## config.mk

```make
export PLATFORM = sky130hd
export DESIGN_NAME = lsu_mem_ctrl
export DESIGN_NICKNAME = d
export VERILOG_FILES = /design/src/rtl/lsu_mem_ctrl.sv
export SDC_FILE = /design/constraint.sdc
export NUM_CORES = 1
export LEC_CHECK = 0
export CAP_MARGIN = 0
export CORE_UTILIZATION = 49
export DETAILED_ROUTE_END_ITERATION = 8
export GPL_TIMING_DRIVEN = 0
export PLACE_DENSITY = 0.94
export SLEW_MARGIN = 20
export SYNTH_ARGS = -nofsm -noshare
export SYNTH_HDL_FRONTEND = slang
export SYNTH_SLANG_ARGS = --single-unit
```

## constraint.sdc

```tcl
create_clock -name clk -period 2.4 [get_ports clk]
set_input_delay 0.48 -clock clk [delete_from_list [all_inputs] [get_ports clk]]
set_output_delay 0.48 -clock clk [all_outputs]
set_load 0.01 [all_outputs]
```

## src/rtl/lsu_mem_ctrl.sv

```systemverilog
// lsu_mem_ctrl -- MEM-stage load/store unit.
//
// Turns a decoded load/store (width whb, signedness su, byte address) into a
// word-addressed request/grant/rvalid memory transaction. It generates byte
// enables and lane-replicated store data, and returns extended load data. The
// upstream pipeline is stalled until the access retires.
//
// Ports
//   clk, rst_n        clock; synchronous active-low reset
//   req_valid/we/addr/wdata, whb, su
//                     MEM-stage request (whb: 00 byte, 01 half, 10 word)
//   stall             hold upstream stages
//   done              1-cycle retire pulse
//   misalign/bus_err  1-cycle error flags, raised together with done
//   load_data         registered extended load result
//   mem_req/we/addr/be/wdata
//                     memory request; held until mem_gnt
//   mem_gnt, mem_rvalid, mem_rdata
//                     memory handshake and read data
module lsu_mem_ctrl #(
  parameter int TIMEOUT = 16,
  parameter int ADDR_W  = 32
) (
  input  logic              clk,
  input  logic              rst_n,
  input  logic              req_valid,
  input  logic              req_we,
  input  logic [ADDR_W-1:0] req_addr,
  input  logic [31:0]       req_wdata,
  input  logic [1:0]        whb,
  input  logic              su,
  output logic              stall,
  output logic              done,
  output logic [31:0]       load_data,
  output logic              misalign,
  output logic              bus_err,
  output logic              mem_req,
  output logic              mem_we,
  output logic [ADDR_W-1:0] mem_addr,
  output logic [3:0]        mem_be,
  output logic [31:0]       mem_wdata,
  input  logic              mem_gnt,
  input  logic              mem_rvalid,
  input  logic [31:0]       mem_rdata
);

  typedef enum logic [2:0] {S_IDLE, S_REQ, S_WAIT, S_DONE, S_ERR} state_e;

  localparam logic [7:0] TO_LAST = 8'(TIMEOUT - 1);

  state_e            state_q;
  logic [7:0]        cnt_q;
  logic              we_q, su_q;
  logic [1:0]        whb_q, off_q;
  logic              mem_req_q, mem_we_q;
  logic [ADDR_W-1:0] mem_addr_q;
  logic [3:0]        mem_be_q;
  logic [31:0]       mem_wdata_q;
  logic              done_q, misalign_q, bus_err_q;
  logic [31:0]       load_data_q;

  // ---------------------------------------------------------------------------
  // Request decode
  // ---------------------------------------------------------------------------
  logic        bad_req;
  logic [3:0]  be_d;
  logic [31:0] wd_d;

  assign bad_req = (whb == 2'b11)
                 | ((whb == 2'b01) & req_addr[0])
                 | ((whb == 2'b10) & (req_addr[1:0] != 2'b00));

  // Per byte lane: enable and which source byte lands in this lane.
  for (genvar g = 0; g < 4; g++) begin : g_lane
    localparam logic [1:0] LN = 2'(g);
    localparam int         HB = g % 2;
    assign be_d[g] = (whb == 2'b00) ? (req_addr[1:0] == LN) :
                     (whb == 2'b01) ? (req_addr[1] == LN[1]) : 1'b1;
    assign wd_d[8*g +: 8] = (whb == 2'b00) ? req_wdata[7:0] :
                            (whb == 2'b01) ? req_wdata[8*HB +: 8] :
                                             req_wdata[8*g +: 8];
  end

  // ---------------------------------------------------------------------------
  // Load extraction: bring the addressed lane down to bit 0, then extend.
  // ---------------------------------------------------------------------------
  logic [31:0] rd_sh, ld_ext;

  assign rd_sh = mem_rdata >> {off_q, 3'b000};

  always_comb begin
    ld_ext = rd_sh;
    case (whb_q)
      2'b00:   ld_ext = {{24{su_q & rd_sh[7]}},  rd_sh[7:0]};
      2'b01:   ld_ext = {{16{su_q & rd_sh[15]}}, rd_sh[15:0]};
      default: ld_ext = rd_sh;
    endcase
  end

  logic to_hit;
  assign to_hit = (cnt_q == TO_LAST);

  // ---------------------------------------------------------------------------
  // Control FSM
  // ---------------------------------------------------------------------------
  always_ff @(posedge clk) begin
    if (!rst_n) begin
      state_q     <= S_IDLE;
      cnt_q       <= '0;
      we_q        <= 1'b0;
      su_q        <= 1'b0;
      whb_q       <= 2'b00;
      off_q       <= 2'b00;
      mem_req_q   <= 1'b0;
      mem_we_q    <= 1'b0;
      mem_addr_q  <= '0;
      mem_be_q    <= 4'b0000;
      mem_wdata_q <= '0;
      done_q      <= 1'b0;
      misalign_q  <= 1'b0;
      bus_err_q   <= 1'b0;
      load_data_q <= '0;
    end else begin
      done_q     <= 1'b0;
      misalign_q <= 1'b0;
      bus_err_q  <= 1'b0;
      case (state_q)
        S_IDLE: begin
          if (req_valid) begin
            if (bad_req) begin
              // Rejected without touching memory.
              state_q    <= S_ERR;
              done_q     <= 1'b1;
              misalign_q <= 1'b1;
            end else begin
              state_q     <= S_REQ;
              cnt_q       <= '0;
              we_q        <= req_we;
              whb_q       <= whb;
              su_q        <= su;
              off_q       <= req_addr[1:0];
              mem_req_q   <= 1'b1;
              mem_we_q    <= req_we;
              mem_addr_q  <= {req_addr[ADDR_W-1:2], 2'b00};
              mem_be_q    <= be_d;
              mem_wdata_q <= wd_d;
            end
          end
        end
        S_REQ: begin
          cnt_q <= cnt_q + 8'd1;
          // The request side is released once granted or abandoned.
          if (mem_gnt || to_hit) begin
            mem_req_q   <= 1'b0;
            mem_we_q    <= 1'b0;
            mem_addr_q  <= '0;
            mem_be_q    <= 4'b0000;
            mem_wdata_q <= '0;
          end
          // Completion beats the timeout when both land in the same cycle.
          if (mem_gnt && (we_q || mem_rvalid)) begin
            state_q <= S_DONE;
            done_q  <= 1'b1;
            if (!we_q) load_data_q <= ld_ext;
          end else if (to_hit) begin
            state_q   <= S_ERR;
            done_q    <= 1'b1;
            bus_err_q <= 1'b1;
          end else if (mem_gnt) begin
            state_q <= S_WAIT;
          end
        end
        S_WAIT: begin
          cnt_q <= cnt_q + 8'd1;
          if (mem_rvalid) begin
            state_q     <= S_DONE;
            done_q      <= 1'b1;
            load_data_q <= ld_ext;
          end else if (to_hit) begin
            state_q   <= S_ERR;
            done_q    <= 1'b1;
            bus_err_q <= 1'b1;
          end
        end
        S_DONE:  state_q <= S_IDLE;
        S_ERR:   state_q <= S_IDLE;
        default: state_q <= S_IDLE;
      endcase
    end
  end

  // Stall is combinational in IDLE so the request is held the cycle it shows up.
  assign stall = ((state_q == S_IDLE) & req_valid)
               | (state_q == S_REQ)
               | (state_q == S_WAIT);

  assign done      = done_q;
  assign misalign  = misalign_q;
  assign bus_err   = bus_err_q;
  assign load_data = load_data_q;
  assign mem_req   = mem_req_q;
  assign mem_we    = mem_we_q;
  assign mem_addr  = mem_addr_q;
  assign mem_be    = mem_be_q;
  assign mem_wdata = mem_wdata_q;

endmodule

```

==> summary.md, run 1 <==
| Metric | Value |
|---|---|
| 1st-pass router iterations | 8 |
| Metal3 WL | approximately 1.9 mm |
| Diode count | 0 |
| Vias | 6505 |
| # rows | 40 |
| Final min period | between 2 and 2.5 ns |
| Max Root-Sink Buffers | 2 |
| Netlist cell types | 53 |
| WHS Endpoint | su_q$_SDFFE_PN0P_ |
| Max-slew violation count | 0 |
| RSZ-0062 raised after global routing | false |
| Share of cells above drive strength 1 | about 11% |
| Die area | around 13000 sq um |
| Synth area leaders | dfxtp_1 40%, a21boi_1 9.6%, o211ai_1 8.5%, mux2i_1 6.9%, nand2_1 6.6% |
| CTS Hold Buffers Added | 0 |
| Slew @ Worst Pin | ~0.65 ns |
| Post-synth EDFFs | 0 |
| R2R Setup Slk | between 0.2 and 0.25 ns |
| First-pass GRT wire length | around 33 mm |
| Core Area | roughly 12000 sq um |
| Nets@finish | between 1000 and 1500 |
| Syn Area/Cell | roughly 8.7 sq um |
| WL/cell | roughly 19 um |
| Reg2Reg Launch Point | cnt_q[0]$_SDFFE_PN0P_ |
| CTS root buf | clkbuf_16 |
| Vias per cell | approximately 5.9 |
| Leak | slightly above 3 nW |
| Clk slew on worst S/H paths | 0.05 ns |
| Antenna-violating nets left | 0 |
| Reg2Reg Depth | 5 |
| TritonCTS clock tree | built |
| GR Util All Layers | between 30% and 40% |
| Vias in the first global route | 6346 |
| Setup tns final | 0 ns |
| Data arrival time of the worst path | around 1.8 ns |
| Synth async-reset ratio | 0% |
| Worst hold-check path type | reg2reg |
| Worst path required time | 1.92 ns |
| Post-Place Worst Slack | -0.3804 ns |
| Initial antenna violation count | 0 |
| Proportion of synthesized chip area in sequential cells | between 30% and 40% |
| CTS Buf Count | 17 |
| Synth Area in XOR/XNOR | 0.9889% |
| R2r endpoint | mem_addr[27]$_SDFFE_PN0P_ |
| Hold Vio Cnt, Final | 0 |
| CP endpoint kind | output port |
| # setup viols final | 0 |
| Yosys top cell by area | dfxtp_1 |
| Post-synthesis register bit count | 120 |
| Metal2 WL | slightly below 10 mm |
| # fillers | roughly 800 |
| Die height | roughly 110 um |
| Status | completed |
| PortBufs | ~210 |
| 1st-iter DRT viols | around 700 |
| Max Fanout on Critical Path | 10 |
| Later-pin clock latency in the skew report | between 0.4 and 0.5 ns |
| Slew margin rel. | between 50% and 60% |
| Largest family of logic cells by synthesized area | compound AO/OA/AOI/OAI gates |
| Max Cap Viol | 0 |
| Mapped cell area | roughly 6100 sq um |
| Hold_sp | su_q$_SDFFE_PN0P_ |
| Initial Utilization | approximately half |
| I/O pins | 211 |
| Compound-Gate Fraction of Synth Area | ~27% |
| Remaining DRCs | 0 |
| Met1 wire length | roughly 8.3 mm |
| Clk_skew | 0.01065 ns |
| Startpoint types | flip-flop |
| Chip width | between 100 and 150 um |
| Share of the synthesized area in the top cell type | 39.56% |
| Crit Path Category | reg2out |
| Fin crit share | ~95% |
| Count leader, synth | dfxtp_1 |
| Area Growth Syn to Fin | 47.49% |
| Adder-cell share of the synthesized area | less than 1% |
| Dpl hpwl | between 10 and 15 mm |
| RD Place Congestion | 0.9237 |
| Pwr dens | 723.0 nW/um^2 |
| Mux cell area share after synthesis | 11.37% |
| CP startpoint | state_q[0]$_SDFFE_PN0P_ |
| Drt total wl | between 20 and 25 mm |
| Main synth FF type | dfxtp_1 |
| Maximum vdd drop | roughly 0.5 mV |
| Max Clock Freq | roughly 0.44 GHz |
| H-tree depth | 4 |
| Global route overflow | 0 |
| Synth top cells by count | 120 x dfxtp_1, 107 x nand2_1, 78 x a21boi_1 |
| Simple-Gate Fraction of Synth Area | 14.92% |
| Final worst slack | around 0.12 ns |
| Clock sinks | between 100 and 150 |
| Mapped Cells | 696 |
| WHS Path Cells | 2 |
| Multi-input logic area | between 3000 and 4000 sq um |
| Highest metal used | met4 |
| YS warnings | 0 |
| Final core utilization | between 70% and 80% |
| Tot Pwr | roughly 0.0065 W |
| Pin count of the biggest net entering global routing | 17 |
| Reg area | approximately 2400 sq um |
[layer usage]
| layer | global-route usage [%] | up-vias |
|---|---|---|
| met5 | 0 | - |
| met4 | 20.44 | 0 |
| met3 | 9.106 | 95 |
| met2 | 52.15 | 418 |
| met1 | 40.47 | 3050 |
| li1 | - | 2942 |
[stage by stage]
step | std cells | area, sq um | hold WS (ns)
2_1_floorplan | 697 | 6077 | 0.4461
3_3_place_gp | 1070 | 8339 | 0.4643
3_5_place_dp | 1070 | 8339 | 0.4731
4_1_cts | 1101 | 8961 | 0.4824
5_1_grt | 1101 | 8957 | 0.5145
6_report | 1101 | 8957 | 0.4825
[power breakdown]
part           switching (W)  internal (W)  total (W)  leakage (nW)
sequential          0.000100       0.00216    0.00226         0.975
combinational       0.000828      0.000741    0.00157          1.81
clock               0.000893       0.00176    0.00265         0.305
[cells by family (layout without fill, tap and decap cells)]
family	after synthesis	in the layout
AO/OA/AOI/OAI	240	240
buffers and inverters	73	309
AND/OR/NAND/NOR	189	189
other	1	2
flip-flops	120	120
adder cells (fa/ha/maj)	1	1
multiplexers	66	66
XOR/XNOR	6	6
[cell type report]
type	count	area share (%)
clock buffers	23	5.559
clock inverters	8	1.313
flip-flops and latches	120	26.82
well taps	168	2.347
plain buffers	69	3.716
inverters	4	0.1676
repair buffers	205	22.85
multi-input cells	504	37.23
[worst max-delay path: stages, from the launching register on]
cell and delay, ns:
dfxtp_1 0.31, buf_4 0.17, or4b_4 0.58, o21ai_2 0.14, clkbuf_2 0.18
[repair_timing]
item / CTS / global route
pin swaps: 0 / 0
buffers inserted: 0 / 0
endpoints found under the setup margin: 1 / 1
resized for setup: 3 / 2
[sequential cells by signal, summed over array words and instances (netlist names)]
name / cells
bus_err: 1
cnt_q: 8
done: 1
load_data: 32
mem_addr: 30
mem_be: 4
mem_req: 1
mem_wdata: 32
mem_we: 1
misalign: 1
off_q: 2
state_q: 3
su_q: 1
we_q: 1
whb_q: 2
[layout by cell type, fill, tap and decap left out, drive strengths merged, types with 19 or more instances in the layout]
cell type | synthesis | routed
a21boi | 79 | 79
buf | 34 | 34
clkbuf | 35 | 59
clkdlybuf4s50 | 0 | 204
dfxtp | 120 | 120
mux2 | 24 | 24
mux2i | 42 | 42
nand2 | 107 | 107
nor2 | 19 | 19
o211ai | 69 | 69
o21ai | 48 | 48
[worst max path at each step]
| stage | slack (ns) | to |
|---|---|---|
| 3_3_place_gp | -0.37 | stall |
| 2_1_floorplan | 0.67 | cnt_q[7]$_SDFFE_PN0P_ |
| 5_1_grt | 0.08 | stall |
| 4_1_cts | 0.02 | stall |
| 6_report | 0.12 | stall |
| 3_5_place_dp | -0.38 | stall |
No activity file was read; power rests on OpenSTA's default activity.
==> run 2, diff against run 1 <==
--- a/config.mk
+++ b/config.mk
@@ -8,9 +8,10 @@
 export CAP_MARGIN = 0
 export CORE_UTILIZATION = 49
 export DETAILED_ROUTE_END_ITERATION = 8
+export GPL_ROUTABILITY_DRIVEN = 0
 export GPL_TIMING_DRIVEN = 0
 export PLACE_DENSITY = 0.94
-export SLEW_MARGIN = 20
+export SLEW_MARGIN = 25
 export SYNTH_ARGS = -nofsm -noshare
 export SYNTH_HDL_FRONTEND = slang
 export SYNTH_SLANG_ARGS = --single-unit
==> results of run 2 <==
No change in the layout: final DEF, timing and power equal those of run 1.
